===== config.mk =====
export PLATFORM = sky130hd
export DESIGN_NAME = servant_irq_tracer
export DESIGN_NICKNAME = d
export VERILOG_FILES = /design/src/rtl/servant_irq_tracer.sv
export SDC_FILE = /design/constraint.sdc
export NUM_CORES = 1
export LEC_CHECK = 0
export CORE_MARGIN = 1
export CORE_UTILIZATION = 52
export DETAILED_ROUTE_END_ITERATION = 12
export PLACE_DENSITY = 0.9
export SETUP_SLACK_MARGIN = 0.1
export SLEW_MARGIN = 20
export SYNTH_ARGS = -nofsm -noshare
export SYNTH_HDL_FRONTEND = slang
export SYNTH_SLANG_ARGS = --single-unit

===== constraint.sdc =====
create_clock -name wb_clk -period 5.79 [get_ports wb_clk]
set_input_delay 1.158 -clock wb_clk [delete_from_list [all_inputs] [get_ports wb_clk]]
set_output_delay 1.158 -clock wb_clk [all_outputs]
set_load 0.05 [all_outputs]

===== src/rtl/servant_irq_tracer.sv =====
// servant_irq_tracer: interrupt-latency statistics and fetch-address trace monitor.
// Define SERVANT_IRQ_TRACER_TRACE_EN to build the circular trace buffer.
module servant_irq_tracer #(
    parameter int          NIRQ  = 1,
    parameter logic [31:0] MTVEC = 32'h0000_0000,
    parameter int          LAT_W = 16,
    parameter int          CNT_W = 16,
    parameter int          DEPTH = 16,
    localparam int         SW    = NIRQ > 1 ? $clog2(NIRQ) : 1
) (
    input  logic             wb_clk,
    input  logic             wb_rst_n,
    input  logic [31:0]      pc_adr,
    input  logic             pc_vld,
    input  logic [NIRQ-1:0]  irq,
    input  logic [NIRQ-1:0]  irq_mask,
    input  logic             mret,
    input  logic             clr,
    output logic             busy,
    output logic [SW-1:0]    irq_src,
    output logic [LAT_W-1:0] lat_last,
    output logic [LAT_W-1:0] lat_max,
    output logic [CNT_W-1:0] irq_cnt,
    output logic             lat_sat,
    input  logic             tr_rd,
    output logic [31:0]      tr_data,
    output logic             tr_empty,
    output logic             tr_ovf
);
    typedef enum logic [1:0] {IDLE, PEND, HANDLER} state_t;
    state_t state;
    logic [NIRQ-1:0]  irq_q;
    logic [NIRQ-1:0]  edge_v;
    logic [SW-1:0]    src_n;
    logic [LAT_W-1:0] cnt;
    logic             hit;
    assign edge_v = irq & irq_mask & ~irq_q;
    assign hit    = pc_vld && pc_adr == MTVEC;
    // Descending scan leaves the lowest set index as the winner.
    always_comb begin
        src_n = '0;
        for (int i = NIRQ - 1; i >= 0; i--)
            if (edge_v[i]) src_n = SW'(i);
    end
    always_ff @(posedge wb_clk or negedge wb_rst_n) begin
        if (!wb_rst_n) begin
            state    <= IDLE;
            busy     <= 1'b0;
            irq_q    <= '0;
            irq_src  <= '0;
            cnt      <= '0;
            lat_last <= '0;
            lat_max  <= '0;
            irq_cnt  <= '0;
            lat_sat  <= 1'b0;
        end else begin
            irq_q <= irq;
            case (state)
                IDLE: if (|edge_v) begin
                    state   <= PEND;
                    busy    <= 1'b1;
                    irq_src <= src_n;
                    cnt     <= LAT_W'(1);
                end
                PEND: if (hit) begin
                    state    <= HANDLER;
                    lat_last <= cnt;
                    lat_max  <= cnt > lat_max ? cnt : lat_max;
                    irq_cnt  <= &irq_cnt ? irq_cnt : irq_cnt + 1'b1;
                end else if (mret) begin
                    state <= IDLE;
                    busy  <= 1'b0;
                end else if (&cnt) begin
                    lat_sat <= 1'b1;
                end else begin
                    cnt <= cnt + 1'b1;
                end
                HANDLER: if (mret) begin
                    state <= IDLE;
                    busy  <= 1'b0;
                end
                default: begin
                    state <= IDLE;
                    busy  <= 1'b0;
                end
            endcase
            if (clr) begin
                lat_last <= '0;
                lat_max  <= '0;
                irq_cnt  <= '0;
                lat_sat  <= 1'b0;
            end
        end
    end
`ifdef SERVANT_IRQ_TRACER_TRACE_EN
    localparam int AW = $clog2(DEPTH);
    logic [31:0] mem [DEPTH];
    logic [AW:0] wp, rp;
    logic        full, pop, drop;
    assign tr_empty = wp == rp;
    assign full     = (wp - rp) == (AW + 1)'(DEPTH);
    assign pop      = tr_rd && !tr_empty;
    assign drop     = pc_vld && full && !pop;
    assign tr_data  = tr_empty ? 32'h0 : mem[rp[AW-1:0]];
    always_ff @(posedge wb_clk)
        if (pc_vld) mem[wp[AW-1:0]] <= pc_adr;
    // A push into a full buffer discards the oldest entry by advancing rp.
    always_ff @(posedge wb_clk or negedge wb_rst_n) begin
        if (!wb_rst_n) begin
            wp     <= '0;
            rp     <= '0;
            tr_ovf <= 1'b0;
        end else begin
            if (pc_vld) wp <= wp + 1'b1;
            if (pop || drop) rp <= rp + 1'b1;
            if (drop) tr_ovf <= 1'b1;
        end
    end
`else
    logic unused;
    assign unused   = tr_rd | DEPTH[0];
    assign tr_data  = 32'h0;
    assign tr_empty = 1'b1;
    assign tr_ovf   = 1'b0;
`endif
endmodule


## After elaboration in Yosys (flattened, before gate mapping)

Index checks and enable logic that the tools add are counted.

- Muxes and demuxes: 29
- Add/sub/neg operators: 2
- Equality and inequality tests: 9
- $lt $le $gt $ge: 1
- Reductions and logical operators: 16
- Bitwise gates (word level): 3

Operators with widths:

| kind | number |
|---|---|
| $mux W16 | 15 |
| $add A16 B1 Y16 const B | 2 |
| $logic_not A32 Y1 | 1 |
| $pmux W16 S2 | 1 |
| $reduce_and A16 Y1 | 2 |
| $gt A16 B16 Y1 | 1 |
| $ne A2 B2 Y1 const B | 6 |
| $reduce_bool A2 Y1 | 5 |
| $mux W1 | 8 |
| $mux W2 | 3 |
| $pmux W2 S3 | 1 |
| $reduce_and A3 Y1 | 2 |
| $reduce_and A5 Y1 | 1 |
| $reduce_and A2 Y1 | 2 |
| $reduce_and A4 Y1 | 1 |
| $pmux W1 S3 | 1 |
| $and A1 B1 Y1 | 2 |
| $eq A2 B1 Y1 const B | 1 |
| $eq A2 B2 Y1 const B | 1 |
| $logic_not A2 Y1 | 1 |
| $ne A2 B1 Y1 const B | 1 |
| $logic_and A1 B1 Y1 | 1 |
| $not A1 Y1 | 1 |

- Input bits: 40
- Flip-flop bits (word level): 69
- Word-level logic and storage cells: 68
- Output and inout bits: 85

## Logic depth before layout (Yosys ltp)

Gate-level depths: netlist of the first run.

- Depth in word-level cells: 6
- Gate-level depth with buffers: 10
- Gate-level depth less buffers: 8

## Least setup slack after synthesis of the first run

No wires, ideal clock.

- Path type: input port to flip-flop
- Start: input port pc_adr[2]
- End: register busy
- Library setup time: 0.125 ns
- Buffers on the path: 1
- Slack: 2.943 ns
- Stages: 6
- Data arrival time: 2.722 ns
- Required time: 5.665 ns
- Cell sequence: nor4_2 -> nand4_2 -> or4_1 -> buf_2 -> nand3_1 -> mux2_2

- Longest elaborated chain between the ends: 4

RTL lines:

| item | RTL line | RTL |
|---|---|---|
| from (decl) | 13 | `input logic [31:0] pc_adr,` |
| $logic_not A32 Y1 | 38 | `assign hit = pc_vld && pc_adr == MTVEC;` |
| $logic_and A1 B1 Y1 | 38 |  |
| $ne A2 B2 Y1 (no source line) | -- |  |
| $reduce_and A2 Y1 (no source line) | -- |  |
| to (signal assigned) | 48 | `busy <= 1'b0;` |
| to (signal assigned) | 61 | `busy <= 1'b1;` |
| to (signal assigned) | 72 | `busy <= 1'b0;` |
| to (decl) | 19 | `output logic busy,` |

Every way passes these cells.
A chain may end at the register's enable or synchronous reset.

## Worst setup path in the final report of the first run

- Start: input port pc_adr[1]
- End: register busy

Same word-level chain as after synthesis.

==> results.sh, run 1 <==
export IMPL_internal_power_uw=926.2
export IMPL_drt_iter0_drc=315
export IMPL_insertion_delay_ps=350
export IMPL_ys_types=62
export IMPL_clk_pin_slew_ps=70
export IMPL_root_buffer="clkbuf_8"
export IMPL_peakVddDrop_mv=0.2550
export IMPL_fp_row_count=32
export IMPL_synth_area_top_cells="dfrtp_1 (40%), ha_1 (6.4%), buf_4 (6.3%)"
export IMPL_critPathRequiredTime_ps=6020
export IMPL_cts_resized=0
export IMPL_relSlewSlack_pct=30.22
export IMPL_cts_post_setup_buffers_inserted=0
export IMPL_async_flop_share_pct=100.0
export IMPL_status="finished clean"
export IMPL_ctsHoldBuffers=0
export IMPL_min_delay_path_depth=1
export IMPL_cts_made_buffers=9
export IMPL_yosysSeqAreaShare_pct=40.29
export IMPL_hp_class="reg -> reg"
export IMPL_syn_inst=460
export IMPL_cts_tree="built"
export IMPL_grt_max_degree=70
export IMPL_routed_wl_microns=10150
export IMPL_netlist_area_leader_share_pct=40.29
export IMPL_switching_share_pct=38.18
export IMPL_placed_area_sq_um=5051
export IMPL_vias_per_cell=5.611
export IMPL_power_leakage_uw=0.002321
export IMPL_place_gp_congestion=0.9057
export IMPL_dp_hpwl_microns=7298
export IMPL_final_max_slew_viol_count=0
export IMPL_drc_errors=0
export IMPL_antenna_left=0
export IMPL_setup_viol=0
export IMPL_start_util_pct=54.61
export IMPL_tightestPinTransition_ps=1044
export IMPL_crit_chain="clkdlybuf4s50_1 -> nor4_2 -> nand4_2 -> or4_1 -> nand3_1 -> mux2_2"
export IMPL_die_area_sq_um=8608
export IMPL_path_class="in -> reg"
export IMPL_yosys_warnings=0
export IMPL_drive_gt1_share_pct=7.721
export IMPL_nets=601
export IMPL_combPwrFrac_pct=30.4
export IMPL_path_max_fanout=18
export IMPL_cpLargestDelayFamily="simple AND/OR/NAND/NOR gates"
export IMPL_fin_area_sq_um=5266
export IMPL_slowest_delay_ps=890
export IMPL_areaGrowthSynthToFinish_pct=22.89
export IMPL_first_pass_iters=4
export IMPL_chipHeight_microns=92.78
export IMPL_clock_power_share_pct=28.4
export IMPL_ys_flop_type="dfrtp_1"
export IMPL_ios=125
export IMPL_crit_buf_inv=1
export IMPL_fin_util_pct=67.11
export IMPL_rsz0062_at_grt="false"
export IMPL_syn_area_sq_um=4285
export IMPL_end_kind="register"
export IMPL_grtUsageTotal_pct=24.72
export IMPL_hold_ws_ps=519.8
export IMPL_p_total_uw=1498
export IMPL_hold_viol=0
export IMPL_ys_seq_elements=69
export IMPL_yosysMostFrequentCell="dfrtp_1"
export IMPL_cp_slowest_cell="or4_1"
export IMPL_port_buffers=88
export IMPL_avgRoutedWirePerCell_microns=15.72
export IMPL_syn_area_per_cell_sq_um=9.316
export IMPL_synth_area_leader_cell="dfrtp_1"
export IMPL_maxCapViolCount=0
export IMPL_vias=3625
export IMPL_grt_pass1_wl_microns=16880
export IMPL_ff2ff_setup_slack_ps=2820
export IMPL_clockBufferDepth=2
export IMPL_grt_overflow_total=0
export IMPL_skew_ps=9.870
export IMPL_reg2regPathDepth=8
export IMPL_power_switching_uw=572.0
export IMPL_period_minus_slack_ps=3365
export IMPL_startpoint_type="input pin"
export IMPL_core_sq_um=7848
export IMPL_crit_reg2reg_launch="state[1]"
export IMPL_chipWidth_microns=92.78
export IMPL_grt_pass1_vias=3484
export IMPL_cts_sinks=69
export IMPL_sequentialPowerShare_pct=41.2
export IMPL_synth_edff_count=0
export IMPL_fin_tns_setup_ps=0
export IMPL_antennaDiodeCount=0
export IMPL_r2r_end="cnt[7]"
export IMPL_power_density_nw_per_um2=284.5
export IMPL_arrival_ps=3600
export IMPL_period_share_pct=58.11
export IMPL_antenna_found_initial=0
export IMPL_synthTopCellsByCount="dfrtp_1 (69), nand2_1 (61), buf_4 (36), nor2_1 (36), a21oi_1 (32)"
export IMPL_hp_start="busy"
export IMPL_cts_max_level=3
export IMPL_max_freq_mhz=297.2
export IMPL_holdPathEnd="busy"
metal layers:
metal / wire length (microns) / global-route usage, %
met2: 5162 / 41.36
met1: 4209 / 31.91
met5: 0 / 0
met4: 244 / 11.03
met3: 537 / 3.202
state kept, by name, summed over array words and instances (netlist names):
| signal | cells |
|---|---|
| state | 2 |
| cnt | 16 |
| lat_last | 16 |
| irq_cnt | 16 |
| lat_sat | 1 |
| busy | 1 |
| lat_max | 16 |
| irq_q | 1 |
logic make-up after synthesis:
kind of cell / Yosys count / synth area share, %
fa+ha+maj: 22 / 6.423
mux: 18 / 4.233
xor+xnor: 11 / 2.248
simple gates: 192 / 25.14
other cells: 2 / 0.1752
flops: 69 / 40.29
compound gates: 67 / 10.51
buf+inv: 79 / 10.98
power groups by stage:
stage / registers, uW / logic [uW] / clock network [uW]
2_1_floorplan: 577 / 400 / 0
3_3_place_gp: 618 / 430 / 0
3_5_place_dp: 624 / 449 / 0
4_1_cts: 615 / 451 / 433
5_1_grt: 626 / 505 / 458
6_report: 618 / 455 / 425
placed cells by master (no fill, tap or decap), types with 3 or more instances in the layout:
master,synthesis,routed
or3_1,8,8
nor2_1,36,36
nand4_1,16,16
nand3_1,17,17
nor2b_1,4,4
nor3_1,4,4
or4_1,5,5
xor2_1,9,9
o21ai_0,7,7
inv_1,22,22
clkbuf_8,0,9
and3_1,7,7
nand4b_1,3,3
nor4_1,8,8
ha_1,22,22
clkinvlp_4,0,3
dfrtp_1,69,69
clkdlybuf4s50_1,0,87
conb_1,2,35
a31oi_1,3,3
buf_4,36,3
a21oi_1,32,32
nor4_2,5,5
mux2i_1,17,17
nand2_1,61,61
per-stage QoR:
stage          setup slack (ps)  instances
2_1_floorplan              2943        493
3_3_place_gp               2116        630
3_5_place_dp               2037        630
4_1_cts                    2404        646
5_1_grt                    2294        646
6_report                   2425        646
worst max path at each step:
| stage | slack (ps) | cells after the start | startpoint | endpoint |
|---|---|---|---|---|
| final | 2430 | 6 | pc_adr[1] | busy |
| after global routing | 2290 | 7 | pc_adr[1] | cnt[8] |
| after CTS | 2400 | 6 | pc_adr[1] | busy |
| after detailed placement | 2040 | 6 | pc_adr[15] | busy |
| after global placement | 2120 | 6 | pc_adr[15] | busy |
| after floorplan | 2940 | 6 | pc_adr[2] | busy |
cell type report:
type	instances	area, sq um
tap	102	127.6
timing repair buffer	91	898.4
sequential	69	1727
clock inverter	6	87.58
inverter	23	86.33
clock buffer	10	127.6
multi-input combinational	345	2212
fill	627	2581
Power figures use the tool's default switching activity.
==> inputs of run 2 (changes only) <==
--- a/config.mk
+++ b/config.mk
@@ -6,9 +6,9 @@
 export NUM_CORES = 1
 export LEC_CHECK = 0
 export CORE_MARGIN = 1
-export CORE_UTILIZATION = 52
+export CORE_UTILIZATION = 44
 export DETAILED_ROUTE_END_ITERATION = 12
-export PLACE_DENSITY = 0.9
+export PLACE_DENSITY = 0.81
 export SETUP_SLACK_MARGIN = 0.1
 export SLEW_MARGIN = 20
 export SYNTH_ARGS = -nofsm -noshare
==> constraint.sdc (replaced) <==
create_clock -name wb_clk -period 2.7 [get_ports wb_clk]
set_input_delay 0.54 -clock wb_clk [delete_from_list [all_inputs] [get_ports wb_clk]]
set_output_delay 0.54 -clock wb_clk [all_outputs]
set_load 0.05 [all_outputs]
==> results.sh, run 2 (same netlist as run 1, synthesis figures left out) <==
export IMPL_cts_max_level=3
export IMPL_status="finished clean"
export IMPL_placed_area_sq_um=5354
export IMPL_clk_pin_slew_ps=70
export IMPL_insertion_delay_ps=360
export IMPL_fin_area_sq_um=5608
export IMPL_hp_class="in -> async"
export IMPL_drive_gt1_share_pct=13.54
export IMPL_path_class="reg -> reg"
export IMPL_antennaDiodeCount=0
export IMPL_cts_post_setup_buffers_inserted=0
export IMPL_power_leakage_uw=0.002503
export IMPL_mostFrequentLayoutCells="clkdlybuf4s50_1 (87), dfrtp_1 (66), nand2_1 (61)"
export IMPL_relSlewSlack_pct=46.05
export IMPL_antenna_left=0
export IMPL_regArea_sq_um=1730
export IMPL_arrival_ps=2650
export IMPL_dp_hpwl_microns=7783
export IMPL_nets=633
export IMPL_p_total_uw=3507
export IMPL_first_pass_iters=6
export IMPL_ios=125
export IMPL_core_sq_um=9328
export IMPL_dp_cells=689
export IMPL_skew_ps=10.35
export IMPL_routed_wl_microns=10400
export IMPL_clockBufferDepth=2
export IMPL_grt_overflow_total=0
export IMPL_period_minus_slack_ps=2435
export IMPL_drt_iter0_drc=251
export IMPL_drc_errors=0
export IMPL_place_gp_congestion=0.8728
export IMPL_grtUsageTotal_pct=21.45
export IMPL_grt_pass1_vias=3648
export IMPL_fp_row_count=35
export IMPL_period_share_pct=90.18
export IMPL_vias=3757
export IMPL_vias_per_cell=5.329
export IMPL_fin_tns_setup_ps=0
export IMPL_hold_viol=0
export IMPL_fin_cells=705
export IMPL_avgRoutedWirePerCell_microns=14.76
export IMPL_setup_viol=0
export IMPL_chipHeight_microns=100.7
export IMPL_multi_input_area_sq_um=2218
export IMPL_port_buffers=88
export IMPL_antenna_found_initial=0
export IMPL_rsz0062_at_grt="false"
export IMPL_path_max_fanout=16
export IMPL_cts_sinks=69
export IMPL_tightestPinTransition_ps=809.2
export IMPL_chipWidth_microns=100.7
export IMPL_peakVddDrop_mv=0.4462
export IMPL_critPathRequiredTime_ps=2910
export IMPL_end_kind="register"
export IMPL_startpoint_type="register"
export IMPL_final_common_cell="clkdlybuf4s50_1"
export IMPL_power_density_nw_per_um2=625.3
export IMPL_cts_made_buffers=9
export IMPL_maxCapViolCount=0
export IMPL_fill_cells=772
export IMPL_grt_max_degree=50
export IMPL_fin_util_pct=60.12
export IMPL_grt_pass1_wl_microns=17160
export IMPL_final_max_slew_viol_count=0
export IMPL_start_util_pct=45.94
export IMPL_max_freq_mhz=410.7
export IMPL_cts_tree="built"
export IMPL_areaGrowthSynthToFinish_pct=30.86
export IMPL_root_buffer="clkbuf_8"
export IMPL_die_area_sq_um=10140
==> run 2: layout make-up <==
cell class / instances / share of cell area, %
Timing Repair Buffer: 123 / 20.75
Multi-Input combinational cell: 345 / 39.56
Tap cell: 129 / 2.878
Sequential cell: 69 / 30.86
Clock inverter: 5 / 1.896
Clock buffer: 11 / 2.521
Inverter: 23 / 1.539
==> run 2: worst paths after layout <==
path / to / from / depth (start not counted) / slack, ps
worst max-delay path: lat_max[4] / lat_max[15] / 9 / 270
worst min-delay path: irq_cnt[5] / wb_rst_n / 1 / 280
worst max register to register: lat_max[4] / lat_max[15] / 9 / 270
worst min register to register: lat_sat / lat_sat / 2 / 510
max in group asynchronous: lat_max[7] / wb_rst_n / 2 / 1770
min in group wb_clk: lat_sat / lat_sat / 2 / 510
==> run 2: stage by stage <==
stage	hold slack, ps	worst slack [ps]
4_1_cts	304.8	270.5
3_5_place_dp	503.5	-102.6
3_3_place_gp	492.8	-70.56
2_1_floorplan	244.4	119.9
6_report	279.1	265.1
5_1_grt	343.8	100.7
==> run 2: metal layers <==
layer / share of wire, % / vias to the layer above / track usage [%] / wire length [microns]
li1: - / 1767 / - / -
met1: 44 / 1825 / 28.88 / 4573
met2: 49 / 142 / 34.09 / 5046
met3: 5.4 / 23 / 4.577 / 565
met4: 2.1 / 0 / 7.915 / 217
met5: 0 / - / 0 / 0
==> run 2: repair_timing <==
item / 4_1_cts / 5_1_grt
resized for setup: 0 / 1
endpoints found under the setup margin: 0 / 1
hold buffers: 0 / 0
==> run 2: where the power goes <==
group / internal (uW) / leakage (uW) / switching, uW
Clock: 642 / 0.000120 / 410
Sequential: 1120 / 0.000926 / 116
Combinational: 462 / 0.00146 / 756
==> run 2: worst max-delay path, stage by stage (launching register included) <==
cell      delay (ps)
dfrtp_1          380
inv_1             60
ha_1             300
nand4_1          170
nor4_1           430
a21boi_0         400
o311ai_4         150
buf_12           180
mux2i_1          150
nor2_1            60
==> inputs of run 3 (changes only) <==
--- a/config.mk
+++ b/config.mk
@@ -5,7 +5,6 @@
 export SDC_FILE = /design/constraint.sdc
 export NUM_CORES = 1
 export LEC_CHECK = 0
-export CORE_MARGIN = 1
 export CORE_UTILIZATION = 44
 export DETAILED_ROUTE_END_ITERATION = 12
 export PLACE_DENSITY = 0.81
==> results of run 3 <==
No change in the layout: final DEF, timing and power equal those of run 2.
